===== src/rtl/judge_ctrl.sv =====
// Judgement stage: debounces the two track buttons, grades each press against
// lcd_ctrl's note position, and keeps score, combo, life and game-over state.
module judge_ctrl #(
    parameter int DEBOUNCE_MS = 10,
    parameter int PERFECT_PTS = 100,
    parameter int NORMAL_PTS  = 50,
    parameter int LIFE_INIT   = 5
) (
    input  logic        clk,
    input  logic        rst,
    input  logic        i_tick,
    input  logic        i_btn_t1,
    input  logic        i_btn_t2,
    input  logic        i_game_start,
    input  logic        i_hit_t1,
    input  logic        i_pre_hit_t1,
    input  logic        i_hit_t2,
    input  logic        i_pre_hit_t2,
    input  logic        i_miss_t1,
    input  logic        i_miss_t2,
    output logic        o_clear_t1_perf,
    output logic        o_clear_t1_norm,
    output logic        o_clear_t2_perf,
    output logic        o_clear_t2_norm,
    output logic [1:0]  o_judge_t1,
    output logic [1:0]  o_judge_t2,
    output logic [15:0] o_score,
    output logic [7:0]  o_combo,
    output logic [7:0]  o_max_combo,
    output logic [3:0]  o_life,
    output logic        o_game_over
);

    localparam int CW = (DEBOUNCE_MS < 2) ? 1 : $clog2(DEBOUNCE_MS + 1);

    localparam logic [1:0] S_IDLE = 2'd0;
    localparam logic [1:0] S_PLAY = 2'd1;
    localparam logic [1:0] S_OVER = 2'd2;

    localparam logic [1:0] J_PERF = 2'd1;
    localparam logic [1:0] J_NORM = 2'd2;
    localparam logic [1:0] J_BAD  = 2'd3;

    logic [1:0]         sync1_q, sync1_d, sync2_q, sync2_d;
    logic [1:0]         stable_q, stable_d, press_q, press_d;
    logic [1:0][CW-1:0] cnt_q, cnt_d;

    logic [1:0]         state_q, state_d;
    logic [15:0]        score_q, score_d;
    logic [7:0]         combo_q, combo_d, max_q, max_d;
    logic [3:0]         life_q, life_d;
    logic [1:0][1:0]    judge_q, judge_d;
    logic [1:0]         clr_perf_q, clr_perf_d, clr_norm_q, clr_norm_d;

    logic [1:0]         miss_v, hit_v, pre_v;
    logic [1:0]         r_miss, r_perf, r_norm, r_empty;
    logic               active;
    logic [31:0]        pts, score_sum;
    logic [8:0]         combo_sum;
    logic [3:0]         n_miss;

    assign miss_v = {i_miss_t2, i_miss_t1};
    assign hit_v  = {i_hit_t2, i_hit_t1};
    assign pre_v  = {i_pre_hit_t2, i_pre_hit_t1};

    always_comb begin
        sync1_d  = {i_btn_t2, i_btn_t1};
        sync2_d  = sync1_q;
        stable_d = stable_q;
        press_d  = '0;
        cnt_d    = cnt_q;
        for (int unsigned t = 0; t < 2; t++) begin
            if (sync2_q[t] == stable_q[t]) begin
                cnt_d[t] = '0;
            end else if (i_tick) begin
                if (cnt_q[t] == CW'(DEBOUNCE_MS - 1)) begin
                    stable_d[t] = sync2_q[t];
                    press_d[t]  = sync2_q[t];
                    cnt_d[t]    = '0;
                end else begin
                    cnt_d[t] = cnt_q[t] + CW'(1);
                end
            end
        end
    end

    // Judging stops the cycle life hits zero so nothing lands while OVER is pending.
    always_comb begin
        active  = (state_q == S_PLAY) && i_game_start && (life_q != '0);
        r_miss  = '0;
        r_perf  = '0;
        r_norm  = '0;
        r_empty = '0;
        for (int unsigned t = 0; t < 2; t++) begin
            if (active) begin
                if (miss_v[t])      r_miss[t]  = 1'b1;
                else if (press_q[t]) begin
                    if (hit_v[t])      r_perf[t]  = 1'b1;
                    else if (pre_v[t]) r_norm[t]  = 1'b1;
                    else               r_empty[t] = 1'b1;
                end
            end
        end
    end

    always_comb begin
        pts = (r_perf[0] ? 32'(PERFECT_PTS) : '0) + (r_perf[1] ? 32'(PERFECT_PTS) : '0)
            + (r_norm[0] ? 32'(NORMAL_PTS)  : '0) + (r_norm[1] ? 32'(NORMAL_PTS)  : '0);
        score_sum = 32'(score_q) + pts;
        score_d   = (score_sum > 32'hFFFF) ? 16'hFFFF : score_sum[15:0];

        combo_sum = 9'(combo_q) + 9'(r_perf[0] | r_norm[0]) + 9'(r_perf[1] | r_norm[1]);
        if ((r_miss | r_empty) != '0) combo_d = '0;
        else                          combo_d = combo_sum[8] ? 8'hFF : combo_sum[7:0];
        max_d = (combo_d > max_q) ? combo_d : max_q;

        n_miss = 4'(r_miss[0]) + 4'(r_miss[1]);
        life_d = (life_q > n_miss) ? life_q - n_miss : '0;

        judge_d    = judge_q;
        clr_perf_d = r_perf;
        clr_norm_d = r_norm;
        for (int unsigned t = 0; t < 2; t++) begin
            if (r_miss[t] || r_empty[t]) judge_d[t] = J_BAD;
            else if (r_perf[t])          judge_d[t] = J_PERF;
            else if (r_norm[t])          judge_d[t] = J_NORM;
        end

        state_d = state_q;
        case (state_q)
            S_IDLE: if (i_game_start) begin
                state_d = S_PLAY;
                score_d = '0;
                combo_d = '0;
                max_d   = '0;
                judge_d = '0;
                life_d  = 4'(LIFE_INIT);
            end
            S_PLAY: begin
                if (!i_game_start)      state_d = S_IDLE;
                else if (life_q == '0)  state_d = S_OVER;
            end
            S_OVER: if (!i_game_start) state_d = S_IDLE;
            default: state_d = S_IDLE;
        endcase
    end

    always_ff @(posedge clk) begin
        if (!rst) begin
            sync1_q    <= '0;
            sync2_q    <= '0;
            stable_q   <= '0;
            press_q    <= '0;
            cnt_q      <= '0;
            state_q    <= S_IDLE;
            score_q    <= '0;
            combo_q    <= '0;
            max_q      <= '0;
            life_q     <= 4'(LIFE_INIT);
            judge_q    <= '0;
            clr_perf_q <= '0;
            clr_norm_q <= '0;
        end else begin
            sync1_q    <= sync1_d;
            sync2_q    <= sync2_d;
            stable_q   <= stable_d;
            press_q    <= press_d;
            cnt_q      <= cnt_d;
            state_q    <= state_d;
            score_q    <= score_d;
            combo_q    <= combo_d;
            max_q      <= max_d;
            life_q     <= life_d;
            judge_q    <= judge_d;
            clr_perf_q <= clr_perf_d;
            clr_norm_q <= clr_norm_d;
        end
    end

    assign o_clear_t1_perf = clr_perf_q[0];
    assign o_clear_t2_perf = clr_perf_q[1];
    assign o_clear_t1_norm = clr_norm_q[0];
    assign o_clear_t2_norm = clr_norm_q[1];
    assign o_judge_t1      = judge_q[0];
    assign o_judge_t2      = judge_q[1];
    assign o_score         = score_q;
    assign o_combo         = combo_q;
    assign o_max_combo     = max_q;
    assign o_life          = life_q;
    assign o_game_over     = (state_q == S_OVER);

endmodule


===== config.mk =====
export PLATFORM = sky130hd
export DESIGN_NAME = judge_ctrl
export DESIGN_NICKNAME = d
export VERILOG_FILES = /design/src/rtl/judge_ctrl.sv
export SDC_FILE = /design/constraint.sdc
export NUM_CORES = 1
export LEC_CHECK = 0
export BUFFER_PORTS_ARGS = -buffer_cell sky130_fd_sc_hd__buf_2
export CAP_MARGIN = 20
export CORE_UTILIZATION = 56
export DETAILED_ROUTE_END_ITERATION = 7
export HOLD_SLACK_MARGIN = 0.03
export MAX_ROUTING_LAYER = met4
export PLACE_DENSITY = 0.8
export SLEW_MARGIN = 10
export SYNTH_ARGS = -nofsm -noshare
export SYNTH_HDL_FRONTEND = slang
export SYNTH_SLANG_ARGS = --single-unit

===== constraint.sdc =====
create_clock -name clk -period 5 [get_ports clk]
set_input_delay 0.75 -clock clk [delete_from_list [all_inputs] [get_ports clk]]
set_output_delay 0.75 -clock clk [all_outputs]
set_load 0.05 [all_outputs]

# After elaboration in Yosys (flattened, before gate mapping)
# Index checks and enable logic that the tools add are counted.
# totals
regBits	62
inputBits	12
# classes
addsub	10
magnitude_cmp	3
eq_ne	9
n_mux	64
n_bitwise	9
reduce_logical	15
# op_table
op	n
8-bit 2-to-1 mux	7
16-bit 2-to-1 mux	3
1-bit 2-to-1 mux	32
4-bit 2-to-1 mux	7
2-bit 2-to-1 mux	10
16-bit by 10-bit adder with 17-bit output	1
17-bit by 16-bit greater-than comparator with 1-bit output, second input constant	1
7-bit 2-to-1 mux	2
6-bit 2-to-1 mux	2
9-bit by 6-bit adder with 10-bit output	1
8-bit by 1-bit adder with 9-bit output	1
8-bit by 6-bit adder with 9-bit output	1
9-bit by 1-bit adder with 9-bit output	1
3-bit AND reduction	3
4-bit by 1-bit adder with 4-bit output, second input constant	2
7-bit by 7-bit adder with 8-bit output	1
4-bit equality test, second input constant	2
8-bit greater-than comparator	1
4-bit OR reduction	2
1-bit NOT	6
2-bit one-hot mux with 3 select lines	1
4-bit by 2-bit greater-than comparator with 1-bit output	1
4-bit zero test	1
2-bit inequality test, second input constant	2
14 further kinds	19

# Logic depth before layout (Yosys ltp)
# Gate-level depths: netlist (run 1).
# logic_depth
ltp_word	14
depth_mapped	20
ltp_nobuf	18

# Worst setup path after synthesis (run 1)
# OpenSTA, ideal clock, no wires.
# synth_path
kind	reg-to-reg
from	reg life_q[2], in the netlist o_life[2]
to	reg score_q[11], in the netlist o_score[11]
setup_ns	0.127
arrival_time_ns	4.424
required_time_ns	4.873
slack_ns	0.449
path_stages_with_launch	16
path_cell_list	dfxtp_1 -> nor4_2 -> nor3b_1 -> buf_6 -> and4b_2 -> inv_1 -> fa_1 -> fa_1 -> inv_1 -> ha_1 -> fa_1 -> a211o_1 -> nand2_1 -> a21oi_1 -> nor4b_1 -> nor3b_1
# synth_via
elab_chain_cells	12
word_cells_on_any_way	18
cone_classes	add/sub (4); order compare (1); mux (11); reduce/logical (2)
# synth_lines
item	line	rtl
start: declaration	51	logic [3:0] life_q, life_d;
start signal: assignment	159	life_q <= 4'(LIFE_INIT);
start signal: assignment	173	life_q <= life_d;
4-bit nonzero test *	89	active = (state_q == S_PLAY) && i_game_start && (life_q != '0);
1-bit logical AND *	89	
1-bit 2-to-1 mux *	95	if (active) begin
via clr_perf_d[0]	53	logic [1:0] clr_perf_q, clr_perf_d, clr_norm_q, clr_norm_d;
7-bit 2-to-1 mux *	107	pts = (r_perf[0] ? 32'(PERFECT_PTS) : '0) + (r_perf[1] ? 32'(PERFECT_PTS) : '0)
7-bit by 7-bit adder with 8-bit output *	107	
8-bit by 6-bit adder with 9-bit output *	108	+ (r_norm[0] ? 32'(NORMAL_PTS) : '0) + (r_norm[1] ? 32'(NORMAL_PTS) : '0);
9-bit by 6-bit adder with 10-bit output *	108	
16-bit by 10-bit adder with 17-bit output *	109	score_sum = 32'(score_q) + pts;
17-bit by 16-bit greater-than comparator with 1-bit output	110	score_d = (score_sum > 32'hFFFF) ? 16'hFFFF : score_sum[15:0];
16-bit 2-to-1 mux *	110	
16-bit 2-to-1 mux	131	S_IDLE: if (i_game_start) begin
16-bit 2-to-1 mux *	130	case (state_q)
end signal: assignment	170	score_q <= score_d;
end: declaration	49	logic [15:0] score_q, score_d;
# Mark *: on every way through the listed nets, which the timed path passes. The rest lies on a longest branch.
# A chain may end at the register's enable or synchronous reset.

# Worst setup path in the final report (run 1)
# layout_path
from	in i_game_start
to	reg score_q[11], in the netlist o_score[11]
# layout_via
elab_chain_cells	12
word_cells_on_any_way	18
cone_classes	add/sub (4); order compare (1); mux (11); reduce/logical (2)
# layout_lines
item	line	rtl
start: declaration	14	input logic i_game_start,
1-bit logical AND * (2 in series)	89	
1-bit 2-to-1 mux *	95	
via clr_perf_d[0]	53	
7-bit 2-to-1 mux *	107	
7-bit by 7-bit adder with 8-bit output *	107	
8-bit by 6-bit adder with 9-bit output *	108	
9-bit by 6-bit adder with 10-bit output *	108	
16-bit by 10-bit adder with 17-bit output *	109	
17-bit by 16-bit greater-than comparator with 1-bit output	110	
16-bit 2-to-1 mux *	110	
16-bit 2-to-1 mux	131	
16-bit 2-to-1 mux *	130	
# Marks and branches as above.

==> results.sh, run 1 <==
export IMPL_syn_num_nets=418
export IMPL_first_pass_iters=4
export IMPL_crit_required_ns=5.18
export IMPL_hold_viol=0
export IMPL_synth_warnings=0
export IMPL_gp_congestion=0.842
export IMPL_io_pins=57
export IMPL_rows=27
export IMPL_maxSlewHeadroom_pct=28.9
export IMPL_startpoint_type="input pin"
export IMPL_path_clk_slew_ns=0.07
export IMPL_vias=2897
export IMPL_worst_setup_path_end_kind="flip-flop"
export IMPL_die_h_um=79.6
export IMPL_synth_flop_cell="dfxtp_1"
export IMPL_multi_input_area_um2=1990
export IMPL_setup_violations=0
export IMPL_ys_async_sr_fraction_pct=0
export IMPL_htreeDepth=3
export IMPL_avgSynthCellArea_um2=9.13
export IMPL_grt_max_degree=26
export IMPL_power_density_nw_per_um2=245
export IMPL_worstMarginPinSlew_ns=1.07
export IMPL_fin_cells=506
export IMPL_final_fill_count=463
export IMPL_diodes=0
export IMPL_drt_total_wl_mm=7.23
export IMPL_area_delta_synth_final_pct=15.9
export IMPL_min_path_type="flip-flop to flip-flop"
export IMPL_dp_hpwl_mm=5.28
export IMPL_start_util_pct=59.7
export IMPL_place_inst=493
export IMPL_max_freq_mhz=220
export IMPL_ys_types=51
export IMPL_grt_pass1_vias=2657
export IMPL_rsz0062_at_grt="false"
export IMPL_yosys_area_top_type="dfxtp_1"
export IMPL_drtAntennaViolNets=0
export IMPL_p_leak_nw=1.79
export IMPL_die_area_um2=6330
export IMPL_gr_total_overflow=0
export IMPL_timing_final_crit_share_pct=90.9
export IMPL_ys_seq_elements=62
export IMPL_worstSkewPairLatency_ns=0.34
export IMPL_status="finished, final reports clean"
export IMPL_crit_fanout=8
export IMPL_portBuffers=56
export IMPL_yosysTopAreaCellShare_pct=36.8
export IMPL_avgRoutedWirePerCell_um=14.3
export IMPL_drt_iter0_drc=114
export IMPL_die_x_um=79.6
export IMPL_track_usage_pct=25.1
export IMPL_final_common_cell="dfxtp_1"
export IMPL_most_common_layout_cells="dfxtp_1, buf_2, nor2_1"
export IMPL_syn_inst=369
export IMPL_nNetsFinal=481
export IMPL_drv_slew=0
export IMPL_finClkSkew_ns=0.00730
export IMPL_avgViaCountPerCell=5.73
export IMPL_cts_tree="done"
export IMPL_path_class="input pin to flip-flop"
export IMPL_grt_pass1_wl_mm=11.8
export IMPL_regArea_um2=1240
export IMPL_max_cap_violations=0
export IMPL_antenna_found_initial=0
export IMPL_finalCriticalPeriod_ns=4.54
export IMPL_route_detailed_drc=0
export IMPL_arrival_ns=4.72
export IMPL_peakVddDrop_uv=179
export IMPL_ys_seq_area_share_pct=36.8
export IMPL_clock_sinks=62
export IMPL_cts_buffers=9
export IMPL_drive_gt1_share_pct=20.0
export IMPL_synth_edf_count=0
export IMPL_cts_root_buf="clkbuf_8"
export IMPL_yosys_top_cells_area="dfxtp_1, ha_1, fa_1"
export IMPL_coreArea_um2=5640
export IMPL_tns_ns=0
export IMPL_netlist_area_um2=3370
export IMPL_clock_path_buffers=2
==> state kept, by name (all words and copies together) (netlist names), 4 cells and up <==
| name | cells |
|---|---|
| o_life | 4 |
| o_max_combo | 8 |
| cnt_q | 8 |
| o_score | 16 |
| o_combo | 8 |
==> layout make-up <==
cell class | count | area share [%]
multi-input cells | 275 | 51.1
clock buffers | 11 | 3.62
repair buffers | 60 | 7.95
inverters | 24 | 2.31
well taps | 72 | 2.31
flip-flops and latches | 62 | 31.8
clock inverters | 2 | 0.898
==> synthesized netlist by cell type, drive strengths merged (4+ instances only) <==
cell and instances:
dfxtp 62, nor2 34, a21oi 31, ha 28, inv 24, nand2 22
o21ai 21, nand3 14, and2 10, nor3b 10, a211oi 9, fa 9
nor2b 9, nor3 9, a31oi 7, xor2 7, xnor2 5, and4b 4
buf 4, nand4 4
==> layer usage <==
| layer | track usage, % | share of wire, % | up-vias |
|---|---|---|---|
| met5 | - | 0 | - |
| met4 | 9.64 | 1.6 | 0 |
| met3 | 7.31 | 4.6 | 12 |
| met2 | 40.3 | 48 | 80 |
| met1 | 29.6 | 46 | 1367 |
| li1 | - | - | 1438 |
==> report_power, final <==
part | leakage (nW) | total [mW] | internal [mW] | switching (mW)
Sequential | 0.501 | 0.500 | 0.497 | 0.00239
Clock | 0.0911 | 0.417 | 0.235 | 0.182
Combinational | 1.20 | 0.0375 | 0.0123 | 0.0251
Total | 1.79 | 0.954 | 0.744 | 0.210
==> worst max-delay path: stages <==
cell and delay, ns:
buf_2 0.10, nand2b_1 0.10, nor3b_2 0.34, and4b_2 0.37, inv_1 0.10, fa_1 0.49
fa_1 0.52, inv_1 0.04, ha_1 0.33, fa_1 0.50, a211o_1 0.35, nand2_1 0.13
a21oi_1 0.19, nor4b_1 0.34, nor3b_1 0.09
==> final timing paths <==
| kind | slack, ns | startpoint | endpoint | cells after the start |
|---|---|---|---|---|
| max | 0.46 | i_game_start | o_score[11] | 15 |
| min | 0.45 | sync1_q[0] | sync2_q[0] | 1 |
| max reg2reg | 0.51 | o_life[3] | o_score[11] | 14 |
| min reg2reg | 0.45 | sync1_q[0] | sync2_q[0] | 1 |
==> through the flow <==
step                      worst slack [ns]  instance area, µm²  power, mW  utilization (%)  hold WS, ns
final                                0.456                3900      0.954             69.2        0.446
after global routing                 0.182                3900      0.987             69.2        0.463
after CTS                            0.367                3900      0.962             69.1        0.444
after detailed placement             0.107                3720      0.548             66.0        0.420
after global placement               0.291                3720      0.547             66.0        0.414
after floorplan                      0.449                3370      0.535                -        0.412
==> what timing repair did <==
item                                    4_1_cts  5_1_grt
gates resized for setup                       0        1
hold buffers                                  0        0
endpoints found under the setup margin        0        8
buffers inserted                              0        0
==> logic make-up (layout without fill, tap and decap cells) <==
group                      after synthesis  in the layout  synth area share (%)
xor gates and xnor gates                12             12                  3.12
adders and majority gates               37             37                  15.8
and+or+nand+nor                        132            132                  21.2
muxes                                    1              1                 0.297
DFF                                     62             62                  36.8
buffers and inverters                   32             97                  4.23
AOI/OAI and AO/OA                       93             93                  18.6
(Power assumes the default switching activity.)
==> run 2, diff against run 1 <==
--- a/config.mk
+++ b/config.mk
@@ -10,7 +10,6 @@
 export CORE_UTILIZATION = 56
 export DETAILED_ROUTE_END_ITERATION = 7
 export HOLD_SLACK_MARGIN = 0.03
-export MAX_ROUTING_LAYER = met4
 export PLACE_DENSITY = 0.8
 export SLEW_MARGIN = 10
 export SYNTH_ARGS = -nofsm -noshare
==> run 2 against run 1 <==
Against the previous run: first-iteration DRC count rose by 17%; register-to-register slack barely moved; non-clock buffer count did not move; critical endpoint unchanged; wire length barely moved; final area did not move.
==> results.sh, run 2 (same netlist as run 1, synthesis figures left out) <==
export IMPL_die_x_um=79.6
export IMPL_grt_pass1_wl_mm=11.8
export IMPL_maxSlewHeadroom_pct=28.3
export IMPL_clock_sinks=62
export IMPL_drt_total_wl_mm=7.23
export IMPL_cts_setup_buffers=0
export IMPL_avgViaCountPerCell=5.72
export IMPL_power_internal_mw=0.744
export IMPL_rows=27
export IMPL_first_pass_iters=4
export IMPL_path_clk_slew_ns=0.07
export IMPL_status="finished, final reports clean"
export IMPL_p_leak_nw=1.79
export IMPL_worstMarginPinSlew_ns=1.07
export IMPL_grt_max_degree=26
export IMPL_die_area_um2=6330
export IMPL_cts_tree="done"
export IMPL_htreeDepth=3
export IMPL_crit_required_ns=5.18
export IMPL_diodes=0
export IMPL_clock_path_buffers=2
export IMPL_max_cap_violations=0
export IMPL_io_pins=57
export IMPL_die_h_um=79.6
export IMPL_coreArea_um2=5640
export IMPL_final_common_cell="dfxtp_1"
export IMPL_tns_ns=0
export IMPL_setup_violations=0
export IMPL_worst_setup_path_end_kind="flip-flop"
export IMPL_gr_total_overflow=0
export IMPL_multi_input_area_um2=1990
export IMPL_cts_root_buf="clkbuf_8"
export IMPL_crit_fanout=8
export IMPL_regArea_um2=1240
export IMPL_arrival_ns=4.73
export IMPL_pwr_share_comb_pct=3.9
export IMPL_switching_share_pct=22.1
export IMPL_finClkSkew_ns=0.00801
export IMPL_timing_final_crit_share_pct=91.0
export IMPL_worstSkewPairLatency_ns=0.34
export IMPL_power_density_nw_per_um2=245
export IMPL_track_usage_pct=24.4
export IMPL_final_fill_count=463
export IMPL_antenna_found_initial=0
export IMPL_largest_reg_flops=16
export IMPL_area_delta_synth_final_pct=15.9
export IMPL_total_power_mw=0.955
export IMPL_p_sw_mw=0.211
export IMPL_drive_gt1_share_pct=20.0
export IMPL_peakVddDrop_uv=179
export IMPL_min_path_type="flip-flop to flip-flop"
export IMPL_route_detailed_drc=0
export IMPL_max_freq_mhz=220
export IMPL_grt_pass1_vias=2657
export IMPL_cts_buffers=9
export IMPL_drt_iter0_drc=133
export IMPL_rsz0062_at_grt="false"
export IMPL_p_clk_share_pct=43.8
export IMPL_finalCriticalPeriod_ns=4.55
export IMPL_pwr_share_seq_pct=52.3
export IMPL_most_common_layout_cells="dfxtp_1, buf_2, nor2_1"
export IMPL_gp_congestion=0.829
export IMPL_start_util_pct=59.7
export IMPL_vias=2893
export IMPL_path_class="input pin to flip-flop"
export IMPL_hold_viol=0
export IMPL_avgRoutedWirePerCell_um=14.3
export IMPL_startpoint_type="input pin"
export IMPL_drtAntennaViolNets=0
export IMPL_drv_slew=0
export IMPL_dp_hpwl_mm=5.28
export IMPL_portBuffers=56
export IMPL_nNetsFinal=481
==> run 2: cell counts in the layout (fill, tap and decap cells not counted) <==
No cell type changed its count.
==> run 2: layout make-up <==
type	count	area share, %
clock buffer	11	3.62
clock inverter	2	0.898
inverter	24	2.31
multi-input combinational	275	51.1
sequential	62	31.8
tap	72	2.31
timing repair buffer	60	7.95
==> run 2: worst paths after layout <==
path / end / cells past startpoint / slack [ns] / from
worst max register to register: o_score[11] / 14 / 0.50 / o_life[3]
worst min register to register: sync2_q[0] / 1 / 0.45 / sync1_q[0]
worst min-delay path: sync2_q[0] / 1 / 0.45 / sync1_q[0]
worst max-delay path: o_score[11] / 15 / 0.45 / i_game_start
==> run 2: stage by stage <==
stage          setup slack [ns]  instance area, µm²  hold WS [ns]  cells  util [%]
3_5_place_dp              0.107                3720         0.420    493      66.0
6_report                  0.449                3900         0.447    506      69.2
5_1_grt                   0.182                3900         0.463    506      69.2
3_3_place_gp              0.291                3720         0.414    493      66.0
2_1_floorplan             0.449                3370         0.412    369         -
4_1_cts                   0.367                3900         0.444    506      69.1
==> run 2: worst max-delay path, stage by stage <==
cell and delay, ns:
buf_2 0.10, nand2b_1 0.10, nor3b_2 0.34, and4b_2 0.37
inv_1 0.10, fa_1 0.49, fa_1 0.52, inv_1 0.04
ha_1 0.33, fa_1 0.50, a211o_1 0.35, nand2_1 0.13
a21oi_1 0.19, nor4b_1 0.34, nor3b_1 0.09
==> run 2: timing repair <==
action	CTS	global route
endpoints found under the setup margin	0	8
resized for setup	0	1
hold buffers	0	0
==> run 2: power groups by stage <==
stage                     clock network [mW]  logic [mW]  registers [mW]
after global placement                     0      0.0364           0.510
after CTS                              0.425      0.0373           0.499
after floorplan                            0      0.0213           0.513
final                                  0.418      0.0375           0.500
after global routing                   0.447      0.0403           0.500
after detailed placement                   0      0.0371           0.511
==> run 2: metal layers <==
layer / wire length (µm) / track usage, %
met1: 3250 / 29.7
met2: 3470 / 40.2
met3: 387 / 7.31
met4: 122 / 9.64
met5: 0 / 0
==> run 3, diff against run 2 <==
--- a/config.mk
+++ b/config.mk
@@ -7,10 +7,10 @@
 export LEC_CHECK = 0
 export BUFFER_PORTS_ARGS = -buffer_cell sky130_fd_sc_hd__buf_2
 export CAP_MARGIN = 20
-export CORE_UTILIZATION = 56
+export CORE_UTILIZATION = 61
 export DETAILED_ROUTE_END_ITERATION = 7
 export HOLD_SLACK_MARGIN = 0.03
-export PLACE_DENSITY = 0.8
+export PLACE_DENSITY = 0.86
 export SLEW_MARGIN = 10
 export SYNTH_ARGS = -nofsm -noshare
 export SYNTH_HDL_FRONTEND = slang
==> constraint.sdc (replaced) <==
create_clock -name clk -period 5.25 [get_ports clk]
set_input_delay 0.7875 -clock clk [delete_from_list [all_inputs] [get_ports clk]]
set_output_delay 0.7875 -clock clk [all_outputs]
set_load 0.05 [all_outputs]
==> run 3 against run 2 <==
Against the previous run: combinational power shrank 6.4%; flip-flop and latch count did not move; final area up 0.29%; non-clock buffer count down 2; clock power rose by 7.9%; die area is 8.0% lower; via count grew 2.4%; critical path type unchanged; critical endpoint is now o_max_combo[2].
==> results.sh, run 3 (same netlist as run 1, synthesis figures left out) <==
export IMPL_status="finished, final reports clean"
export IMPL_diodes=0
export IMPL_path_class="input pin to flip-flop"
export IMPL_drive_gt1_share_pct=19.9
export IMPL_nNetsFinal=479
export IMPL_grt_pass1_wl_mm=13.0
export IMPL_arrival_ns=5.13
export IMPL_path_buf_inv=5
export IMPL_max_cap_violations=0
export IMPL_drtAntennaViolNets=0
export IMPL_crit_chain="buf_2, nand2b_1, nor3b_2, buf_4, nand4b_1, inv_1, nor2_1, fa_1, inv_1, ha_1, and4_1, nand2_1, a32oi_2, ha_1, nand4_1, nor2_1, a211oi_1, buf_4, o21ai_0, a21oi_1"
export IMPL_die_area_um2=5820
export IMPL_postLayoutCoreUtil_pct=75.2
export IMPL_grt_pass1_vias=2833
export IMPL_preCtsSetupSlack_ns=0.298
export IMPL_area_delta_synth_final_pct=16.2
export IMPL_peakVddDrop_uv=148
export IMPL_rows=26
export IMPL_power_density_nw_per_um2=246
export IMPL_die_h_um=76.3
export IMPL_crit_family="simple AND/OR/NAND/NOR gates"
export IMPL_crit_required_ns=5.51
export IMPL_gp_congestion=0.893
export IMPL_startpoint_type="input pin"
export IMPL_setup_violations=0
export IMPL_min_path_type="flip-flop to flip-flop"
export IMPL_worst_slack_ns=0.379
export IMPL_drt_total_wl_mm=7.56
export IMPL_route_detailed_drc=0
export IMPL_htreeDepth=3
export IMPL_regArea_um2=1240
export IMPL_most_common_layout_cells="dfxtp_1, buf_2, nor2_1"
export IMPL_fin_cells=503
export IMPL_tns_ns=0
export IMPL_total_power_mw=0.961
export IMPL_first_pass_iters=5
export IMPL_drt_iter0_drc=247
export IMPL_cts_tree="done"
export IMPL_track_usage_pct=28.1
export IMPL_drv_slew=0
export IMPL_crit_fanout=16
export IMPL_clock_path_buffers=2
export IMPL_hold_viol=0
export IMPL_place_area_um2=3700
export IMPL_ctsResizeCount=0
export IMPL_multi_input_area_um2=1990
export IMPL_max_freq_mhz=205
export IMPL_critPathSlowestCell="a211oi_1"
export IMPL_worstSkewPairLatency_ns=0.34
export IMPL_worst_setup_path_end_kind="flip-flop"
export IMPL_cpPeakStageDelay_ns=0.45
export IMPL_worstMarginPinSlew_ns=1.03
export IMPL_path_clk_slew_ns=0.07
export IMPL_dp_hpwl_mm=5.40
export IMPL_die_x_um=76.3
export IMPL_portBuffers=56
export IMPL_gr_total_overflow=0
export IMPL_avgViaCountPerCell=5.89
export IMPL_cts_setup_buffers=0
export IMPL_hold_buffers=0
export IMPL_place_inst=489
export IMPL_timing_final_crit_share_pct=92.8
export IMPL_final_common_cell="dfxtp_1"
export IMPL_coreArea_um2=5200
export IMPL_p_leak_nw=1.80
export IMPL_stdcell_area_um2=3910
export IMPL_maxSlewHeadroom_pct=31.2
export IMPL_antenna_found_initial=0
export IMPL_start_util_pct=64.7
export IMPL_vias=2961
export IMPL_finClkSkew_ns=0.00549
export IMPL_grt_max_degree=26
export IMPL_largest_reg_flops=16
export IMPL_clock_sinks=62
export IMPL_hold_slack_ns=0.434
export IMPL_rsz0062_at_grt="false"
export IMPL_avgRoutedWirePerCell_um=15.0
export IMPL_finalCriticalPeriod_ns=4.87
export IMPL_cts_buffers=9
export IMPL_cts_root_buf="clkbuf_8"
export IMPL_io_pins=57
export IMPL_final_fill_count=384
## run 3: worst paths after layout
path	from	slack [ns]	depth (start not counted)	to
worst min-delay path	sync1_q[1]	0.43	1	sync2_q[1]
worst max-delay path	i_game_start	0.38	20	o_max_combo[2]
worst max register to register	o_life[2]	0.47	19	o_max_combo[2]
worst min register to register	sync1_q[1]	0.43	1	sync2_q[1]
## run 3: power by group
group          total, mW  internal [mW]  switching (mW)
Sequential         0.476          0.473         0.00231
Clock              0.451          0.274           0.177
Combinational     0.0351         0.0114          0.0237
## run 3: cell type report
class	instances	area share, %
well taps	70	2.24
repair buffers	58	7.54
flip-flops and latches	62	31.7
inverters	24	2.30
clock inverters	4	1.85
clock buffers	10	3.52
multi-input cells	275	50.8
## run 3: metal layers
metal	GRT usage, %	share of wire, %
met2	46.1	47
met5	0	0
met3	4.79	6.1
met4	14.4	2.9
met1	35.5	44
